--- config.mk ---
export PLATFORM = sky130hd
export DESIGN_NAME = ext_pipe
export DESIGN_NICKNAME = d
export VERILOG_FILES = /design/src/rtl/ext_pipe.sv
export SDC_FILE = /design/constraint.sdc
export NUM_CORES = 1
export LEC_CHECK = 0
export BUFFER_PORTS_ARGS = -buffer_cell sky130_fd_sc_hd__buf_4
export CAP_MARGIN = 20
export CORE_MARGIN = 2
export CORE_UTILIZATION = 40
export DETAILED_ROUTE_END_ITERATION = 8
export PLACE_DENSITY_LB_ADDON = 0.3
export SETUP_SLACK_MARGIN = 0.02
export SLEW_MARGIN = 10
export SYNTH_ARGS = -nofsm -noshare
export SYNTH_HDL_FRONTEND = slang
export SYNTH_SLANG_ARGS = --single-unit
--- constraint.sdc ---
create_clock -name CLK -period 1.4 [get_ports CLK]
set_clock_uncertainty 0.05 [all_clocks]
set_input_delay 0.28 -clock CLK [delete_from_list [all_inputs] [get_ports CLK]]
set_output_delay 0.28 -clock CLK [all_outputs]
set_load 0.1 [all_outputs]
--- src/rtl/ext_pipe.sv ---
// Pipelined immediate extender with valid/ready handshakes on both sides.
// Optional EXT_SKID_EN adds a skid register so that InReady is registered.
module ext_pipe #(
  parameter int IN_W  = 16,
  parameter int OUT_W = 32
) (
  input  logic             CLK,
  input  logic             Reset,
  input  logic             Flush,
  input  logic [IN_W-1:0]  DataIn,
  input  logic [1:0]       ExtOp,
  input  logic             InValid,
  output logic             InReady,
  output logic [OUT_W-1:0] ExtOut,
  output logic             OutValid,
  input  logic             OutReady
);

  localparam logic [1:0] EMPTY = 2'd0;
  localparam logic [1:0] FULL1 = 2'd1;

  logic [1:0]       state;
  logic [OUT_W-1:0] sext, zext, extVal, outReg;
  logic             accept, xfer;

  always_comb begin
    sext = {{(OUT_W-IN_W){DataIn[IN_W-1]}}, DataIn};
    zext = {{(OUT_W-IN_W){1'b0}}, DataIn};
    case (ExtOp)
      2'd0:    extVal = sext;
      2'd1:    extVal = zext;
      2'd2:    extVal = zext << IN_W;
      default: extVal = sext << 2;
    endcase
  end

  assign OutValid = (state != EMPTY);
  assign ExtOut   = outReg;
  assign xfer     = OutValid && OutReady;
  // A flushed cycle never accepts, even when InReady is high.
  assign accept   = InValid && InReady && !Flush;

`ifdef EXT_SKID_EN
  localparam logic [1:0] FULL2 = 2'd2;

  logic [OUT_W-1:0] skidReg;
  logic             inReadyReg;
  logic [1:0]       stateNext;

  assign InReady = Reset && inReadyReg;

  always_comb begin
    stateNext = state;
    case (state)
      EMPTY:   if (accept) stateNext = FULL1;
      FULL1: begin
        if (accept && !xfer)      stateNext = FULL2;
        else if (!accept && xfer) stateNext = EMPTY;
      end
      FULL2:   if (xfer) stateNext = FULL1;
      default: stateNext = EMPTY;
    endcase
    if (Flush) stateNext = EMPTY;
  end

  always_ff @(posedge CLK) begin
    if (!Reset) begin
      state      <= EMPTY;
      outReg     <= '0;
      skidReg    <= '0;
      inReadyReg <= 1'b1;
    end else begin
      state      <= stateNext;
      inReadyReg <= (stateNext != FULL2);
      if (!Flush) begin
        case (state)
          EMPTY: if (accept) outReg <= extVal;
          FULL1: begin
            if (accept && xfer) outReg  <= extVal;
            else if (accept)    skidReg <= extVal;
          end
          FULL2: if (xfer) outReg <= skidReg;
          default: ;
        endcase
      end
    end
  end
`else
  assign InReady = Reset && (!OutValid || OutReady);

  always_ff @(posedge CLK) begin
    if (!Reset) begin
      state  <= EMPTY;
      outReg <= '0;
    end else if (Flush) begin
      state <= EMPTY;
    end else if (accept) begin
      outReg <= extVal;
      state  <= FULL1;
    end else if (xfer) begin
      state <= EMPTY;
    end
  end
`endif

endmodule
==> metrics.yaml <==
route:
  detailedRoute.firstPassIterationCount: 4
  wirelength_met1_um: 1964
  viasPerCell: 5.337
  dr_total_vias: 1553
  dr.max_layer_used: "met4"
  ant_nets: 0
  drc_errors: 0
  drt-total-wl_um: 4359
  wl_per_cell_um: 14.98
  met3_length_um: 242
  wl_met2_um: 2031
  first_iter_violations: 48
synth:
  synth_seq_cells: 33
  syn_inst: 176
  syn-num-nets: 199
  synth_most_common_cell: "dfxtp_1"
  synth_top_area_share_pct: 39.91
  syn_area_per_cell_um2: 9.405
  synth_ff_type: "dfxtp_1"
  synth_area_um2: 1655
  async_flop_share_pct: 0
  ys_seq_area_share_pct: 39.91
  synthTopCellsByCount: "dfxtp_1, a21oi_1, nor2_1"
  netlist-cell-type-count: 29
  yosys_warnings: 0
  synth_edf_count: 0
  synth_area_leaders: "dfxtp_1, o32ai_2, a21oi_1, a211oi_2, nor2b_1"
  synth_area_leader_cell: "dfxtp_1"
placed_design:
  place_congestion: 0.7821
  dpl.hpwl_um: 3149
  io_buffers: 56
  dp.cells: 280
  place_area_um2: 2180
die:
  io_pins: 57
  initial_utilization_pct: 41.38
  die_y_um: 68.33
  chipWidth_um: 68.33
  dieArea_um2: 4669
  row_count: 23
  core_area_um2: 4000
grt:
  grt_pass1_wl_um: 6817
  antenna_found_initial: 0
  gr-total-overflow: 0
  grt_pass1_vias: 1489
  grt_start_max_net_pins: 19
  track_usage_pct: 19.95
clocking:
  cts-root-buf: "clkbuf_8"
  cts_inserted_buffers: 5
  clockBufferDepth: 2
  insertion_delay_ps: 280
  h-tree-depth: 2
  cts_sinks: 33
  cts_tree: "done"
  clk_pin_slew_ps: 60
worst_hold_path:
  holdPathStages: 2
  min_path_type: "in -> reg"
  min_to: "state[0]"
  worstHoldStart: "InValid"
layout:
  finalInstanceArea_um2: 2355
  n_antenna_cell: 0
  stdcell_count: 291
  area_delta_synth_final_pct: 42.25
  nets: 263
  fillers: 356
  drive_above_1_share_pct: 46.47
  fin_util_pct: 58.87
  multi_input_area_um2: 882.1
  seq_area_um2: 669.4
critical_path:
  worst_ep_arrival_time_ps: 1130
  reg2reg_from: "state[0]"
  crit_path_top_delay_cell: "dfxtp_4"
  reg2reg_slack_ps: 60
  cp_cell_sequence: "and2b_2 -> nor2_4 -> buf_12"
  max_stage_delay_ps: 340
  cp_max_fo: 2
  worst_setup_path_start_kind: "register"
  reg2regPathDepth: 5
  worst_setup_path_end_kind: "output pin"
  reg2reg_to: "ExtOut[24]"
  worstPathRequired_ps: 1070
  crit_type: "reg -> out"
timing:
  fin_crit_sh_pct: 104.4
  slew-limit-headroom_pct: 81.43
  hold_viol: 0
  slew_viol_final: 0
  max_freq_ghz: 0.6842
  setup_slack_ps: -61.52
  grt_setup_unrepaired: "true"
  worst_pin_slew_ps: 280.9
  layout_min_cycle_time_ps: 1462
  setup_violations: 1
run:
  cap_violations: 0
outcome:
  violations: "negative setup slack"
  status: "finished, violations left"
power:
  power_leakage_nw: 0.9480
  vdd_drop_max_mv: 0.6833
  power_density_nw_per_um2: 1099
-- final cells by class --
cell class	instances	share of cell area [%]
clock inverter	1	0.2125
tap	50	2.657
multi-input combinational	124	37.46
clock buffer	7	4.091
timing repair buffer	74	26.78
sequential	33	28.43
inverter	2	0.3719
-- layer usage --
layer  vias to the layer above  global-route usage, %
li1                        766                      -
met1                       723                  24.82
met2                        51                  30.70
met3                        13                  6.250
met4                         0                  10.50
met5                         -                      0
-- state kept, by name, summed over array words and instances, names as in the netlist --
| signal | flops |
|---|---|
| ExtOut | 32 |
| state | 1 |
-- cell families after synthesis --
family | share of synthesized area [%]
compound gates | 34.92
buf+inv | 8.238
flops | 39.91
simple gates | 16.93
-- worst max-delay path by stage --
stage,start,endpoint
finish,state[0],InReady
global route,state[0],InReady
CTS,state[0],InReady
detailed placement,OutReady,ExtOut[5]
global placement,OutReady,InReady
floorplan,state[0],InReady
-- what timing repair did --
action | 4_1_cts | 5_1_grt
pin swaps | 1 | 0
buffers inserted | 2 | 0
hold buffers | 0 | 0
gates cloned | 0 | 1
resized for setup | 4 | 4
setup endpoints to repair | 1 | 7
-- power by group --
group	internal, W	switching [W]	total (W)	leakage, nW
Sequential	0.000987	0.0000254	0.00101	0.272
Combinational	0.000234	0.000556	0.000790	0.622
Clock	0.000444	0.000341	0.000785	0.0542
-- cells in the final DEF, fill, tap and decap left out, drive strengths merged --
master,instances
a211oi,14
a21oi,33
a311oi,1
and2,2
and2b,2
and3b,1
buf,73
clkbuf,8
clkinv,2
dfxtp,33
inv,1
nand2,15
nand2b,2
nand3b,1
nand4b,2
nor2,16
nor2b,14
o2111ai,2
o21a,1
o21ai,4
o32ai,14
-- per-stage QoR --
stage | worst slack (ps) | hold slack, ps | TNS (ps) | total power [W]
2_1_floorplan | -128.7 | 353.4 | -128.7 | 0.001602
3_3_place_gp | 50.50 | 416.0 | 0 | 0.001797
3_5_place_dp | 41.88 | 420.4 | 0 | 0.001802
4_1_cts | -55.00 | 196.3 | -55.00 | 0.002598
5_1_grt | -89.68 | 220.2 | -89.68 | 0.002690
6_report | -61.52 | 212.5 | -61.52 | 0.002587
-- worst max-delay path: cells and delay by family (launching register included) --
family	cells	cell delay, ps
buffers and inverters	1	180
DFF	1	340
and+or+nand+nor	2	320
Power figures use the tool's default switching activity.
